--- src/rtl/ifetch_unit.sv ---
// ifetch_unit: single-outstanding instruction fetch with IF/ID output register and PC feedback
module ifetch_unit #(
  parameter logic [31:0] NOP_INSTR = 32'h00000013
) (
  input  logic        clk,
  input  logic        rst,
  input  logic [31:0] pc,
  output logic [31:0] pc_next,
  input  logic        redirect_valid,
  input  logic [31:0] redirect_pc,
  output logic        imem_req_valid,
  output logic [31:0] imem_req_addr,
  input  logic        imem_req_ready,
  input  logic        imem_rsp_valid,
  input  logic [31:0] imem_rsp_data,
  output logic        id_valid,
  output logic [31:0] id_pc,
  output logic [31:0] id_instr,
  output logic        id_fault,
  input  logic        id_ready
);
  typedef enum logic [1:0] {S_REQ, S_WAIT, S_HOLD, S_DROP} state_t;
  state_t      state_q, state_d;
  logic        id_valid_q, id_valid_d;
  logic [31:0] id_pc_q, id_pc_d;
  logic [31:0] id_instr_q, id_instr_d;
  logic        id_fault_q, id_fault_d;
  logic        misaligned;
  assign misaligned     = |pc[1:0];
  assign imem_req_addr  = pc;
  assign imem_req_valid = state_q == S_REQ && !rst && !redirect_valid && !misaligned;
  assign pc_next        = rst ? pc :
                          redirect_valid ? redirect_pc :
                          (imem_req_valid && imem_req_ready) ? pc + 32'd4 : pc;
  assign id_valid       = id_valid_q;
  assign id_pc          = id_pc_q;
  assign id_instr       = id_instr_q;
  assign id_fault       = id_fault_q;
  always_comb begin
    state_d    = state_q;
    id_valid_d = id_valid_q;
    id_pc_d    = id_pc_q;
    id_instr_d = id_instr_q;
    id_fault_d = id_fault_q;
    case (state_q)
      S_REQ:
        if (!redirect_valid && misaligned) begin
          id_valid_d = 1'b1;
          id_pc_d    = pc;
          id_instr_d = NOP_INSTR;
          id_fault_d = 1'b1;
          state_d    = S_HOLD;
        end else if (!redirect_valid && imem_req_ready) begin
          state_d = S_WAIT;
        end
      S_WAIT:
        if (redirect_valid) begin
          // a response landing with the redirect already retires the request
          state_d = imem_rsp_valid ? S_REQ : S_DROP;
        end else if (imem_rsp_valid) begin
          id_valid_d = 1'b1;
          id_pc_d    = pc - 32'd4;
          id_instr_d = imem_rsp_data;
          id_fault_d = 1'b0;
          state_d    = S_HOLD;
        end
      S_HOLD:
        if (redirect_valid || (id_ready && !id_fault_q)) begin
          id_valid_d = 1'b0;
          state_d    = S_REQ;
        end
      S_DROP:
        state_d = imem_rsp_valid ? S_REQ : S_DROP;
      default:
        state_d = S_REQ;
    endcase
  end
  always_ff @(posedge clk) begin
    if (rst) begin
      state_q    <= S_REQ;
      id_valid_q <= 1'b0;
      id_pc_q    <= '0;
      id_instr_q <= NOP_INSTR;
      id_fault_q <= 1'b0;
    end else begin
      state_q    <= state_d;
      id_valid_q <= id_valid_d;
      id_pc_q    <= id_pc_d;
      id_instr_q <= id_instr_d;
      id_fault_q <= id_fault_d;
    end
  end
endmodule

--- config.mk ---
export PLATFORM = sky130hd
export DESIGN_NAME = ifetch_unit
export DESIGN_NICKNAME = d
export VERILOG_FILES = /design/src/rtl/ifetch_unit.sv
export SDC_FILE = /design/constraint.sdc
export NUM_CORES = 1
export LEC_CHECK = 0
export CAP_MARGIN = 25
export CELL_PAD_IN_SITES_DETAIL_PLACEMENT = 1
export CELL_PAD_IN_SITES_GLOBAL_PLACEMENT = 2
export CORE_ASPECT_RATIO = 0.7
export CORE_MARGIN = 4
export CORE_UTILIZATION = 21
export DETAILED_ROUTE_END_ITERATION = 6
export PLACE_DENSITY = 0.92
export SLEW_MARGIN = 20
export SYNTH_ARGS = -nofsm -noshare
export SYNTH_HDL_FRONTEND = slang
export SYNTH_SLANG_ARGS = --single-unit
export TNS_END_PERCENT = 20
--- constraint.sdc ---
create_clock -name clk -period 2.8 [get_ports clk]
set_input_delay 0.28 -clock clk [delete_from_list [all_inputs] [get_ports clk]]
set_output_delay 0.28 -clock clk [all_outputs]
set_load 0.02 [all_outputs]
==> results.json, run 1 <==
{
  "dp_slack_ns": -0.543,
  "end_kind": "output pin",
  "antenna_found_initial": 2,
  "first_iter_violations": 296,
  "slew_headroom_pct": 56.1,
  "async_flop_share_pct": 0,
  "path_clk_slew_ns": 0.06,
  "vias": 5672,
  "grt_overflow": 0,
  "syn_avg_cell_area_um2": 7.25,
  "clk_latency_ns": 0.33,
  "synth_top_family_by_area": "simple AND/OR/NAND/NOR gates",
  "ys_ff_latch": 68,
  "grt_pass1_wl_um": 34400,
  "crit_buf_inv": 3,
  "design_area_mm2": 0.00782,
  "ir_drop_mv": 0.270,
  "wl_per_cell_um": 19.8,
  "rsz0062_at_grt": "yes",
  "worstSetupPathType": "in -> out",
  "status": "finished, final reports clean",
  "ys_seq_area_share_pct": 30.1,
  "fin_crit_sh_pct": 97.9,
  "dieArea_mm2": 0.0240,
  "clock_skew_ns": 0.00659,
  "clkSinkCount": 68,
  "numCtsBuffers": 9,
  "min-delay-start": "id_pc[3]",
  "drive_gt1_share_pct": 16.1,
  "crit_chain": "clkdlybuf4s50_1, nand4_1, nand4bb_4, buf_4, nor4_2, mux2i_1, nand2_1, dlygate4sd2_1",
  "ant_nets": 0,
  "n_antenna_cell": 0,
  "grt_max_degree": 67,
  "cp-start-kind": "input port",
  "die_h_um": 131,
  "syn-num-nets": 728,
  "cts_root_buf": "clkbuf_16",
  "slew_violations": 0,
  "synth_cells": 624,
  "setup_viol": 0,
  "p_leak_nw": 2.92,
  "yosys_warnings": 0,
  "wl_um": 22800,
  "period_needed_ns": 2.74,
  "route.detailed.drc": 0,
  "cts.path.max_buffers": 2,
  "finalWorstSetupSlack_ns": 0.0593,
  "final_nets": 974,
  "mostFrequentLayoutCell": "clkdlybuf4s50_1",
  "worstPathMaxFanout": 6,
  "worstPathArrival_ns": 2.46,
  "required_ns": 2.52,
  "max_cap_violations": 0,
  "crit_start": "pc[10]",
  "mappedNetlistArea_mm2": 0.00453,
  "hold_viol_final": 0,
  "areaGrowthSynthToFinish_pct": 72.7,
  "synth_adder_area_share_pct": 0.553,
  "place_congestion": 0.817,
  "critical-path-max-stage-delay_ns": 0.53,
  "io_pins": 233,
  "core.rowCount": 44,
  "cts_tree": "yes",
  "synthMuxAreaShare_pct": 0.884,
  "dp_hpwl_um": 18000,
  "layout_common_cells": "196 x clkdlybuf4s50_1, 97 x buf_4, 76 x nand2_1, 68 x dfxtp_1, 64 x a21oi_1",
  "via_per_inst": 4.93,
  "grt_pass1_vias": 5768,
  "io_buffer_count": 232,
  "first_pass_iters": 5,
  "die_w_um": 183,
  "ys.flop_type": "dfxtp_1",
  "synth.distinct_cells": 61,
  "slowest_stage": "clkdlybuf4s50_1",
  "synthSimpleGateAreaFrac_pct": 29.1,
  "fmax_mhz": 365,
  "powerDensity_mw_per_mm2": 462,
  "hold_class": "reg -> reg",
  "grt.total_usage_pct": 18.4,
  "worstMarginPinSlew_ns": 0.656,
  "htree_levels": 3,
  "placed_area_mm2": 0.00744,
  "synth_edf_count": 0,
  "core_area_mm2": 0.0210,
  "synthXorXnorAreaFrac_pct": 5.80,
  "synth_compound_area_share_pct": 22.4,
  "critical_path.top_delay_family": "buffers and inverters",
  "r2r_start": "state_q[0]",
  "initial_core_util_pct": 21.6
}
-- area by class of cell --
cell class | count | area, um2
inverter | 10 | 37.5
multi-input combinational | 457 | 2750
timing repair buffer | 324 | 2980
clock buffer | 10 | 239
fill | 2506 | 13200
clock inverter | 6 | 111
tap | 276 | 345
sequential | 68 | 1360
-- registers in the layout, indices dropped and copies added (netlist names) --
name,cells
id_fault,1
id_instr,32
id_pc,32
id_valid,1
state_q,2
-- timing repair --
item / CTS / global route
pin swaps: 0 / 1
buffers inserted: 0 / 1
endpoints found under the setup margin: 22 / 10
hold buffers: 0 / 0
gates resized for setup: 34 / 17
-- power breakdown --
part | leakage [nW] | switching [W] | internal (W) | total [W]
Sequential | 0.556 | 0.0000410 | 0.00104 | 0.00109
Clock | 0.169 | 0.000447 | 0.000894 | 0.00134
Combinational | 2.20 | 0.000649 | 0.000538 | 0.00119
Total | 2.92 | 0.00114 | 0.00248 | 0.00362
-- tightest hold or removal path, delay by kind of cell (launching register included) --
family,cells,cell delay [ns]
flip-flops,1,0.31
AND/OR/NAND/NOR,1,0.05
AO/OA/AOI/OAI,1,0.05
-- metal layers --
metal	routed length (um)	track usage, %	share of wire [%]	up-vias
met5	21	0	0.092	-
met4	187	3.06	0.82	4
met3	1680	4.26	7.4	20
met2	9670	27.9	42	199
met1	11200	27.0	49	2747
li1	-	-	-	2702
-- worst paths after layout --
kind,to,slack [ns],depth (start not counted)
max,pc_next[31],0.06,8
min,id_pc[3],0.45,2
max reg2reg,id_pc[31],0.51,6
min reg2reg,id_pc[3],0.45,2
-- stage by stage --
stage          util [%]  hold slack (ns)  power (W)  setup TNS [ns]  cells
3_5_place_dp       35.5            0.447    0.00232           -7.18   1134
4_1_cts            37.2            0.454    0.00367               0   1150
2_1_floorplan         -            0.416    0.00168               0    624
3_3_place_gp       35.5            0.437    0.00231           -6.44   1134
6_report           37.3            0.452    0.00362               0   1151
5_1_grt            37.3            0.471    0.00380         -0.0666   1151
-- synthesized netlist by cell type (3+ instances only) --
library cell | n | area share (%)
nand2_1 | 76 | 6.3
dfxtp_1 | 68 | 30
a21oi_1 | 64 | 7.1
nand3_1 | 45 | 5.0
nor2_1 | 44 | 3.6
clkbuf_1 | 39 | 3.2
buf_4 | 32 | 5.3
o21ai_0 | 28 | 3.1
xor2_1 | 17 | 3.3
buf_1 | 14 | 1.2
nor3_1 | 14 | 1.5
xnor2_1 | 13 | 2.5
and3_1 | 12 | 1.7
a211oi_1 | 11 | 1.8
nand4_1 | 11 | 1.5
nor4_1 | 11 | 1.5
o22ai_1 | 11 | 1.5
a22oi_1 | 10 | 1.7
inv_1 | 10 | 0.83
nor2b_1 | 7 | 0.97
or4_1 | 7 | 1.2
a31oi_1 | 6 | 0.83
nand2b_1 | 5 | 0.69
and2_1 | 4 | 0.55
mux2i_1 | 4 | 0.88
o311ai_0 | 4 | 0.77
a2bb2oi_1 | 3 | 0.58
a311oi_1 | 3 | 0.58
and4_1 | 3 | 0.58
buf_2 | 3 | 0.33
nand4b_1 | 3 | 0.58
o221a_2 | 3 | 0.75
o31ai_1 | 3 | 0.50
or3_1 | 3 | 0.41
-- logic make-up (layout without fill, tap and decap cells) --
kind of cell,Yosys count,count (layout)
AND/OR/NAND/NOR,258,258
buffers and inverters,99,350
multiplexers,4,4
AO/OA/AOI/OAI,163,163
flip-flops,68,68
XOR/XNOR,30,30
adder cells (fa/ha/maj),2,2
Power figures use the tool's default switching activity.
==> run 2: changes to the inputs <==
--- a/config.mk
+++ b/config.mk
@@ -8,7 +8,6 @@
 export CAP_MARGIN = 25
 export CELL_PAD_IN_SITES_DETAIL_PLACEMENT = 1
 export CELL_PAD_IN_SITES_GLOBAL_PLACEMENT = 2
-export CORE_ASPECT_RATIO = 0.7
 export CORE_MARGIN = 4
 export CORE_UTILIZATION = 21
 export DETAILED_ROUTE_END_ITERATION = 6
==> results.json, run 2 (same netlist as run 1, synthesis figures left out) <==
{
  "period_needed_ns": 2.74,
  "powerDensity_mw_per_mm2": 443,
  "areaGrowthSynthToFinish_pct": 70.6,
  "grt.busiest_layer": "met2",
  "cts_tree": "yes",
  "initial_core_util_pct": 21.5,
  "rsz0062_at_grt": "yes",
  "status": "finished, final reports clean",
  "multi_input_area_mm2": 0.00274,
  "layout_common_cells": "200 x clkdlybuf4s50_1, 83 x buf_4, 76 x nand2_1, 68 x dfxtp_1, 64 x a21oi_1",
  "hold_class": "reg -> reg",
  "use_met2_pct": 29.9,
  "core.rowCount": 53,
  "cts_root_buf": "clkbuf_16",
  "ff2ff_path_depth": 6,
  "slew_violations": 0,
  "dp_hpwl_um": 17300,
  "placed_area_mm2": 0.00741,
  "drive_gt1_share_pct": 14.9,
  "end_kind": "output pin",
  "cp-start-kind": "input port",
  "holdPathStages": 2,
  "fin_setup_tns_ns": 0,
  "wl_per_cell_um": 19.2,
  "grt_pass1_vias": 5671,
  "final_util_pct": 36.6,
  "fillers": 2528,
  "met3_usage_pct": 4.50,
  "clock_skew_ns": 0.0110,
  "grt.total_usage_pct": 17.6,
  "setup_viol": 0,
  "via_per_inst": 4.84,
  "final_nets": 965,
  "worstSetupPathType": "in -> out",
  "crit_chain": "clkdlybuf4s50_1, nor4_2, buf_4, nand4_1, or3_4, a31oi_1, nand2_1, dlygate4sd2_1",
  "first_iter_violations": 252,
  "critical-path-max-stage-delay_ns": 0.46,
  "worstPathArrival_ns": 2.46,
  "first_pass_iters": 4,
  "clk_latency_ns": 0.34,
  "dieArea_mm2": 0.0240,
  "seqCellArea_mm2": 0.00136,
  "die_h_um": 155,
  "slowest_stage": "clkdlybuf4s50_1",
  "grt_max_degree": 35,
  "grt_overflow": 0,
  "vias": 5525,
  "total_power_w": 0.00342,
  "use_met1_pct": 21.8,
  "ir_drop_mv": 0.202,
  "core_area_mm2": 0.0211,
  "max_cap_violations": 0,
  "worstMarginPinSlew_ns": 0.942,
  "antenna_found_initial": 1,
  "path_clk_slew_ns": 0.06,
  "io_pins": 233,
  "numCtsBuffers": 9,
  "clkSinkCount": 68,
  "route.detailed.drc": 0,
  "hold_viol_final": 0,
  "ant_nets": 0,
  "design_area_mm2": 0.00772,
  "mostFrequentLayoutCell": "clkdlybuf4s50_1",
  "cts_hold_buf": 0,
  "required_ns": 2.52,
  "p_leak_nw": 2.85,
  "cts.path.max_buffers": 2,
  "place_congestion": 0.813,
  "grt_pass1_wl_um": 33100,
  "slew_headroom_pct": 37.1,
  "io_buffer_count": 232,
  "htree_levels": 3,
  "fmax_mhz": 365,
  "worstPathMaxFanout": 8,
  "wl_um": 21900,
  "die_w_um": 155,
  "fin_crit_sh_pct": 97.9
}
## run 2: final timing paths
path	slack, ns	from	end
max	0.06	pc[0]	pc_next[24]
min	0.45	id_instr[6]	id_instr[6]
max reg2reg	0.47	state_q[0]	id_pc[29]
min reg2reg	0.45	id_instr[6]	id_instr[6]
## run 2: report_power, final
part | internal [W] | total [W] | switching, W
Clock | 0.000687 | 0.00116 | 0.000469
Combinational | 0.000543 | 0.00118 | 0.000641
Sequential | 0.00104 | 0.00108 | 0.0000403
## run 2: layout make-up
class                           instances  area share, %
Antenna cell                            1         0.0324
Clock buffer                            9           2.92
Clock inverter                          7          0.859
Inverter                               10          0.486
Multi-Input combinational cell        457           35.5
Sequential cell                        68           17.6
Tap cell                              275           4.46
Timing Repair Buffer                  315           38.1
## run 2: what timing repair did
action                                  CTS  global route
endpoints found under the setup margin   23            14
setup buffers                             1             0
resized for setup                        33            22
hold endpoints to repair                  0             0
## run 2: worst max-delay path: cells and delay by family
kind            cells  cell delay [ns]
compound gates      1             0.26
buf+inv             3             0.99
simple gates        4             0.93
## run 2: routing by layer
metal | vias up | part of all wire [%] | wire (um)
met3 | 28 | 7.2 | 1580
met5 | - | 0.059 | 13
met4 | 2 | 2.1 | 460
li1 | 2689 | - | -
met2 | 201 | 47 | 10400
met1 | 2605 | 43 | 9440
## run 2: through the flow
stage | cells | worst slack, ns | hold WS, ns
detailed placement | 1124 | -0.241 | 0.443
global placement | 1124 | -0.246 | 0.437
global route | 1141 | -0.0598 | 0.473
CTS | 1141 | -0.126 | 0.451
finish | 1142 | 0.0581 | 0.450
floorplan | 624 | 0.165 | 0.416
==> run 3: changes to the inputs <==
--- a/config.mk
+++ b/config.mk
@@ -12,6 +12,7 @@
 export CORE_UTILIZATION = 21
 export DETAILED_ROUTE_END_ITERATION = 6
 export PLACE_DENSITY = 0.92
+export SKIP_CTS_REPAIR_TIMING = 1
 export SLEW_MARGIN = 20
 export SYNTH_ARGS = -nofsm -noshare
 export SYNTH_HDL_FRONTEND = slang
==> results.json, run 3 (same netlist as run 1, synthesis figures left out) <==
{
  "status": "finished, violations left",
  "violations": "setup timing",
  "max_cap_violations": 0,
  "rrSetupSlack_ns": 0.47,
  "antenna_found_initial": 1,
  "clkSinkCount": 68,
  "dieArea_mm2": 0.0240,
  "wl_um": 21900,
  "fin_crit_sh_pct": 104,
  "worstPathMaxFanout": 6,
  "initial_core_util_pct": 21.5,
  "p_leak_nw": 3.02,
  "worstPathArrival_ns": 2.63,
  "cts_tree": "yes",
  "grt.total_usage_pct": 17.5,
  "clock_skew_ns": 0.0107,
  "crit_chain": "clkdlybuf4s50_1, nand3_1, nand4bb_4, buf_4, nor4_1, mux2i_1, nand2_1, clkdlybuf4s50_1",
  "route.detailed.drc": 0,
  "powerDensity_mw_per_mm2": 441,
  "via_per_inst": 4.83,
  "numCtsBuffers": 9,
  "worstSetupPathType": "in -> out",
  "placed_cells": 1124,
  "mostFrequentLayoutCell": "clkdlybuf4s50_1",
  "die_w_um": 155,
  "grt_pass1_vias": 5630,
  "slew_headroom_pct": 36.7,
  "grt_overflow": 0,
  "drive_gt1_share_pct": 14.0,
  "finalWorstSetupSlack_ns": -0.114,
  "core.rowCount": 53,
  "slowest_stage": "clkdlybuf4s50_1",
  "wl_per_cell_um": 19.2,
  "final_nets": 964,
  "end_kind": "output pin",
  "setup_viol": 2,
  "ant_nets": 0,
  "die_h_um": 155,
  "ir_drop_mv": 0.203,
  "layout_common_cells": "202 x clkdlybuf4s50_1, 82 x buf_4, 76 x nand2_1, 68 x dfxtp_1, 64 x a21oi_1",
  "hold_class": "reg -> reg",
  "fillers": 2519,
  "n_antenna_cell": 0,
  "cp-start-kind": "input port",
  "io_buffer_count": 232,
  "core_area_mm2": 0.0211,
  "slew_violations": 0,
  "required_ns": 2.52,
  "final_util_pct": 37.0,
  "path_clk_slew_ns": 0.06,
  "htree_levels": 3,
  "fmax_mhz": 343,
  "critical-path-max-stage-delay_ns": 0.54,
  "place_congestion": 0.813,
  "dp_hpwl_um": 17300,
  "vias": 5511,
  "rsz0062_at_grt": "yes",
  "grt_max_degree": 35,
  "cts.path.max_buffers": 2,
  "crit_buf_inv": 3,
  "cts_root_buf": "clkbuf_16",
  "first_iter_violations": 270,
  "instances_no_fill": 1140,
  "first_pass_iters": 4,
  "fin_hold_ws_ns": 0.450,
  "worstMarginPinSlew_ns": 0.947,
  "areaGrowthSynthToFinish_pct": 72.2,
  "clk_latency_ns": 0.34,
  "grt_pass1_wl_um": 32900,
  "hold_viol_final": 0,
  "crit_path_frequent_cell": "clkdlybuf4s50_1",
  "io_pins": 233,
  "period_needed_ns": 2.91,
  "critical_path.top_delay_family": "buffers and inverters"
}
run 3: changes by cell type in the layout (fill, tap and decap cells not counted), moves of 2 or more:
cell,before,now
clkbuf_2,5,0
clkdlybuf4s15_1,5,0
clkdlybuf4s50_1,200,202
dlygate4sd2_1,14,0
dlymetal6s2s_1,2,24
nor4_1,8,10
nor4_2,4,2
o311ai_0,1,3
o311ai_1,3,1
run 3: area by class of cell:
| class | instances | area, um2 | area share [%] |
|---|---|---|---|
| clock buffers | 9 | 225 | 2.89 |
| clock inverters | 7 | 66.3 | 0.850 |
| inverters | 10 | 37.5 | 0.481 |
| multi-input cells | 457 | 2730 | 35.0 |
| flip-flops and latches | 68 | 1360 | 17.5 |
| well taps | 275 | 344 | 4.41 |
| repair buffers | 314 | 3030 | 38.9 |
run 3: path summary, 6_finish.rpt:
| path | start | to | cells after the start |
|---|---|---|---|
| hold reg to reg | id_instr[6] | id_instr[6] | 2 |
| setup / recovery | pc[5] | pc_next[25] | 8 |
| setup reg to reg | state_q[0] | id_pc[29] | 6 |
| hold / removal | id_instr[6] | id_instr[6] | 2 |
run 3: worst register-to-register path, delay by kind of cell (launching register included):
kind                   cells  cell delay, ns
AO/OA/AOI/OAI              1            0.17
buffers and inverters      1            0.22
flip-flops                 1            0.38
AND/OR/NAND/NOR            4            1.50
run 3: where the power goes:
part / leakage (nW) / internal (W) / switching, W
clock network: 0.145 / 0.000687 / 0.000471
registers: 0.556 / 0.00104 / 0.0000403
logic: 2.31 / 0.000558 / 0.000641
run 3: per-layer routing:
layer | wire, um | GRT usage [%] | vias up | share of wire [%]
li1 | - | - | 2683 | -
met4 | 333 | 5.05 | 2 | 1.5
met3 | 1620 | 4.50 | 22 | 7.4
met1 | 9520 | 21.8 | 2605 | 43
met5 | 13 | 0 | - | 0.059
met2 | 10400 | 30.0 | 199 | 48
run 3: metrics by stage:
step	setup TNS, ns	area [um2]	total power (W)	setup slack [ns]
final	-0.205	7800	0.00344	-0.114
after detailed placement	-4.09	7410	0.00232	-0.241
after CTS	-4.77	7700	0.00351	-0.289
after global placement	-4.12	7410	0.00231	-0.246
after global routing	-0.524	7800	0.00363	-0.294
after floorplan	0	4530	0.00168	0.165
